<file path="src/rtl/counter_mod.sv">
// Modulo-MODULUS up/down counter with parallel load, range decodes and a cascade carry.
// Optional saturation mode is enabled by defining COUNTER_MOD_SAT_EN (adds input port sat).
module counter_mod #(
    parameter int unsigned WIDTH   = 4,
    parameter int unsigned MODULUS = 10
) (
    input  logic             clk,
    input  logic             rst,
    input  logic             en,
    input  logic             load,
    input  logic             dir,
    input  logic [WIDTH-1:0] data,
`ifdef COUNTER_MOD_SAT_EN
    input  logic             sat,
`endif
    output logic [WIDTH-1:0] count,
    output logic             sup,
    output logic             inf,
    output logic             carry,
    output logic             load_err
);

    localparam logic [WIDTH-1:0] MAX_VAL = WIDTH'(MODULUS - 1);
    // One extra bit so MODULUS == 2**WIDTH is representable.
    localparam logic [WIDTH:0]   MOD_EXT = (WIDTH + 1)'(MODULUS);

    logic [WIDTH-1:0] count_q, count_d;
    logic             err_q, err_d;
    logic             sat_on;
    logic             at_max, at_zero, wrap, load_oor;

`ifdef COUNTER_MOD_SAT_EN
    assign sat_on = sat;
`else
    assign sat_on = 1'b0;
`endif

    assign at_max   = (count_q == MAX_VAL);
    assign at_zero  = (count_q == '0);
    assign wrap     = dir ? at_zero : at_max;
    assign load_oor = ({1'b0, data} >= MOD_EXT);

    always_comb begin
        count_d = count_q;
        err_d   = 1'b0;
        if (load) begin
            if (load_oor) begin
                count_d = MAX_VAL;
                err_d   = 1'b1;
            end else begin
                count_d = data;
            end
        end else if (en) begin
            if (wrap) begin
                // Saturation holds at the range end instead of wrapping.
                if (!sat_on) begin
                    count_d = dir ? MAX_VAL : '0;
                end
            end else begin
                count_d = dir ? (count_q - WIDTH'(1)) : (count_q + WIDTH'(1));
            end
        end
    end

    always_ff @(posedge clk) begin
        if (rst) begin
            count_q <= '0;
            err_q   <= 1'b0;
        end else begin
            count_q <= count_d;
            err_q   <= err_d;
        end
    end

    assign count    = count_q;
    assign load_err = err_q;
    assign sup      = at_max;
    assign inf      = at_zero;
    assign carry    = !rst && en && !load && wrap && !sat_on;

endmodule

</file>
<file path="config.mk">
export PLATFORM = sky130hd
export DESIGN_NAME = counter_mod
export DESIGN_NICKNAME = d
export VERILOG_FILES = /design/src/rtl/counter_mod.sv
export SDC_FILE = /design/constraint.sdc
export NUM_CORES = 1
export LEC_CHECK = 0
export CAP_MARGIN = 20
export CORE_AREA = 2 2 39 41
export DETAILED_ROUTE_END_ITERATION = 16
export DIE_AREA = 0 0 41 43
export GPL_TIMING_DRIVEN = 1
export PLACE_DENSITY = 0.62
export SYNTH_ARGS = -nofsm -noshare
export SYNTH_HDL_FRONTEND = slang
export SYNTH_SLANG_ARGS = --single-unit
export TNS_END_PERCENT = 5
</file>
<file path="constraint.sdc">
create_clock -name clk -period 1.6 [get_ports clk]
set_input_delay 0.32 -clock clk [delete_from_list [all_inputs] [get_ports clk]]
set_output_delay 0.32 -clock clk [all_outputs]
set_load 0.05 [all_outputs]
</file>
==> metrics <==
Top Ports=17; Synth top area share=25.6%; H-tree Lvls=1; post-synthesis mux area share=0%; RePlAce Congestion=0.758; root buffer cell=clkbuf_4; global-route wire length before repair=1950 um; Slew HR=78.8%; P&R area growth vs syn=98.7%; area share of fa/ha/maj cells after synthesis=11.5%; PortBufs=16; DR vias/cell=5.09; Seq cells post-synth=5; clk_lat worst skew=230 ps; Final Core Density=56.1%; CP max stage delay=420 ps; Post-CTS Hold Buffers=0; final hold viol count=0; Initial Util=28.2%; MaxCap Viol Count=0; pin count of the biggest net entering global routing=12; Main synth FF type=dfxtp_1; critical path class=in -> out; cell area power density=834 mW/mm2; Cell Rows=14; routed vias=458; antenna-violating nets left=0; Cell Area, Synth=390 um2; synth top area cells=dfxtp_1, nor3_1, ha_1; critical path cell sequence=clkdlybuf4s50_1 -> nand2b_4 -> nor3_4 -> buf_12; sequential element share of the synthesized area=25.6%; Worst setup EP type=primary output; chip width=41 um; Die Span Y=43 um; post-synthesis compound-gate area fraction=21.5%; Unique masters post-synth=25; CTS Buffer Depth=2; drc violations=0; Synth async-reset ratio=0%; Post-synth EDFFs=0; Worst-Margin Slew=315 ps; top post-synthesis cells by count=nor3_1, dfxtp_1; xor/xnor cell area share of the yosys netlist=8.97%; Buf/Inv on CP=2; Clock Sinks=5; die area=0.00176 mm2; CTS tree=yes; overall routed net length=1090 um; Synth area leader=dfxtp_1; Required @ worst endpoint=1280 ps; Simple-Gate Fraction of Synth Area=30.1%; fin crit share=99.1%; Syn Nets=58; Avg Cell Area, Syn=8.49 um2; largest family of logic cells by synthesized area=simple AND/OR/NAND/NOR gates; Starting DRT DRC Count=4; pre-CTS WS=-319 ps; Worst EP arrival=1270 ps; Num CTS Buffers=3; RSZ-0062 raised after global routing=true; WL/cell=12.1 um; f_max=630 MHz; worst-path maximum fanout=3; final setup margin=13.8 ps; vias in the first global route=479; Hold Slack=639 ps; HPWL after detailed placement=848 um; Max VDD drop=0.000379 V; Antenna Cells=0; final worst path period need=1590 ps; final setup vio count=0; initial antenna violation count=0; Leak=0.000329 uW; Synth Instances=46; Syn. warnings=0; slowest CP cell=clkdlybuf4s50_1; Final #Nets=87; critical path launch point type=input pin; All-Layer GR Usage=15.6%; share of cells above drive strength 1=43.2%; Hold Path Class=in -> reg; core area=0.00138 mm2; Reg clk slew, reported paths=40 ps; Worst Clk Skew=1.96 ps; CP top delay family=buffers and inverters; Overflow after GRT=0; TritonRoute pass-1 iters=3; fin. max-slew vios=0; most common cell in the netlist=nor3_1; filler instances=128; status=finished clean
[final timing paths]
path / from / to / slack [ps] / cells past startpoint
max: load / carry / 10 / 4
min: data[0] / count[0] / 640 / 3
max reg2reg: count[0] / count[1] / 120 / 4
min reg2reg: count[2] / count[2] / 690 / 2
[cells in the final DEF (no fill, tap or decap)]
master | netlist | layout
a2111oi_2 | 1 | 1
a21o_1 | 1 | 1
a21oi_1 | 3 | 3
a311oi_1 | 1 | 1
a31oi_1 | 1 | 1
and3b_1 | 1 | 1
buf_12 | 0 | 7
buf_4 | 0 | 10
clkbuf_1 | 0 | 1
clkbuf_4 | 0 | 3
clkdlybuf4s15_2 | 0 | 1
clkdlybuf4s50_1 | 0 | 6
dfxtp_1 | 5 | 1
dfxtp_2 | 0 | 2
dfxtp_4 | 0 | 2
dlygate4sd2_1 | 0 | 1
fa_1 | 1 | 1
ha_1 | 2 | 2
inv_1 | 1 | 1
nand2_1 | 3 | 3
nand2b_1 | 3 | 2
nand2b_4 | 0 | 1
nor2_1 | 3 | 3
nor2b_1 | 1 | 1
nor3_1 | 7 | 5
nor3_2 | 0 | 1
nor3_4 | 0 | 1
nor3b_2 | 1 | 1
nor4_4 | 0 | 1
o211ai_1 | 1 | 1
o21ai_2 | 1 | 1
o22ai_1 | 1 | 1
o2bb2ai_1 | 1 | 1
or4_1 | 1 | 1
xnor2_1 | 2 | 2
xor2_1 | 2 | 2
[per-layer routing]
layer / up-vias / track usage, % / part of all wire, %
met5: - / 0 / 0
met4: 0 / 5.33 / 1.2
met3: 2 / 2.62 / 3.8
met2: 15 / 26.3 / 52
met1: 210 / 18.8 / 43
li1: 231 / - / -
[cell families after synthesis]
group	after synthesis
and+or+nand+nor	21
AOI/OAI and AO/OA	11
buffers and inverters	2
xor gates and xnor gates	4
DFF	5
adders and majority gates	3
[worst reg2reg max path: stages (launching register included)]
cell and delay (ps):
dfxtp_4 350, buf_4 140, fa_1 510, a21oi_1 70, a2111oi_2 310
[flip-flops by register name (all words and copies together) (netlist names)]
name,cells
count,4
load_err,1
[repair_timing]
item,in CTS,in global routing
gates resized for setup,7,0
gates cloned,0,0
endpoints found under the hold margin,0,0
endpoints found under the setup margin,4,1
setup buffers,5,0
pin swaps,1,0
[where the power goes]
part	internal (uW)	switching [uW]	leakage, uW
combinational	171	163	0.000271
sequential	142	29.6	0.0000432
clock	94.0	47.4	0.0000150
total	407	240	0.000329
[area by class of cell]
cell class	instances	area (um2)	share of cell area (%)
Inverter	1	3.75	0.484
Tap cell	16	20.0	2.58
Multi-Input combinational cell	39	320	41.3
Sequential cell	5	110	14.2
Timing Repair Buffer	25	295	38.1
Clock buffer	4	26.3	3.39
[per-stage QoR]
step	cell area, um2	cells	setup TNS [ps]	total power [uW]
3_3_place_gp	699	81	-1010	477
4_1_cts	776	90	0	650
6_report	776	90	0	647
3_5_place_dp	699	81	-1150	483
5_1_grt	776	90	-34.3	690
2_1_floorplan	427	46	-172	337
Power figures use the tool's default switching activity.
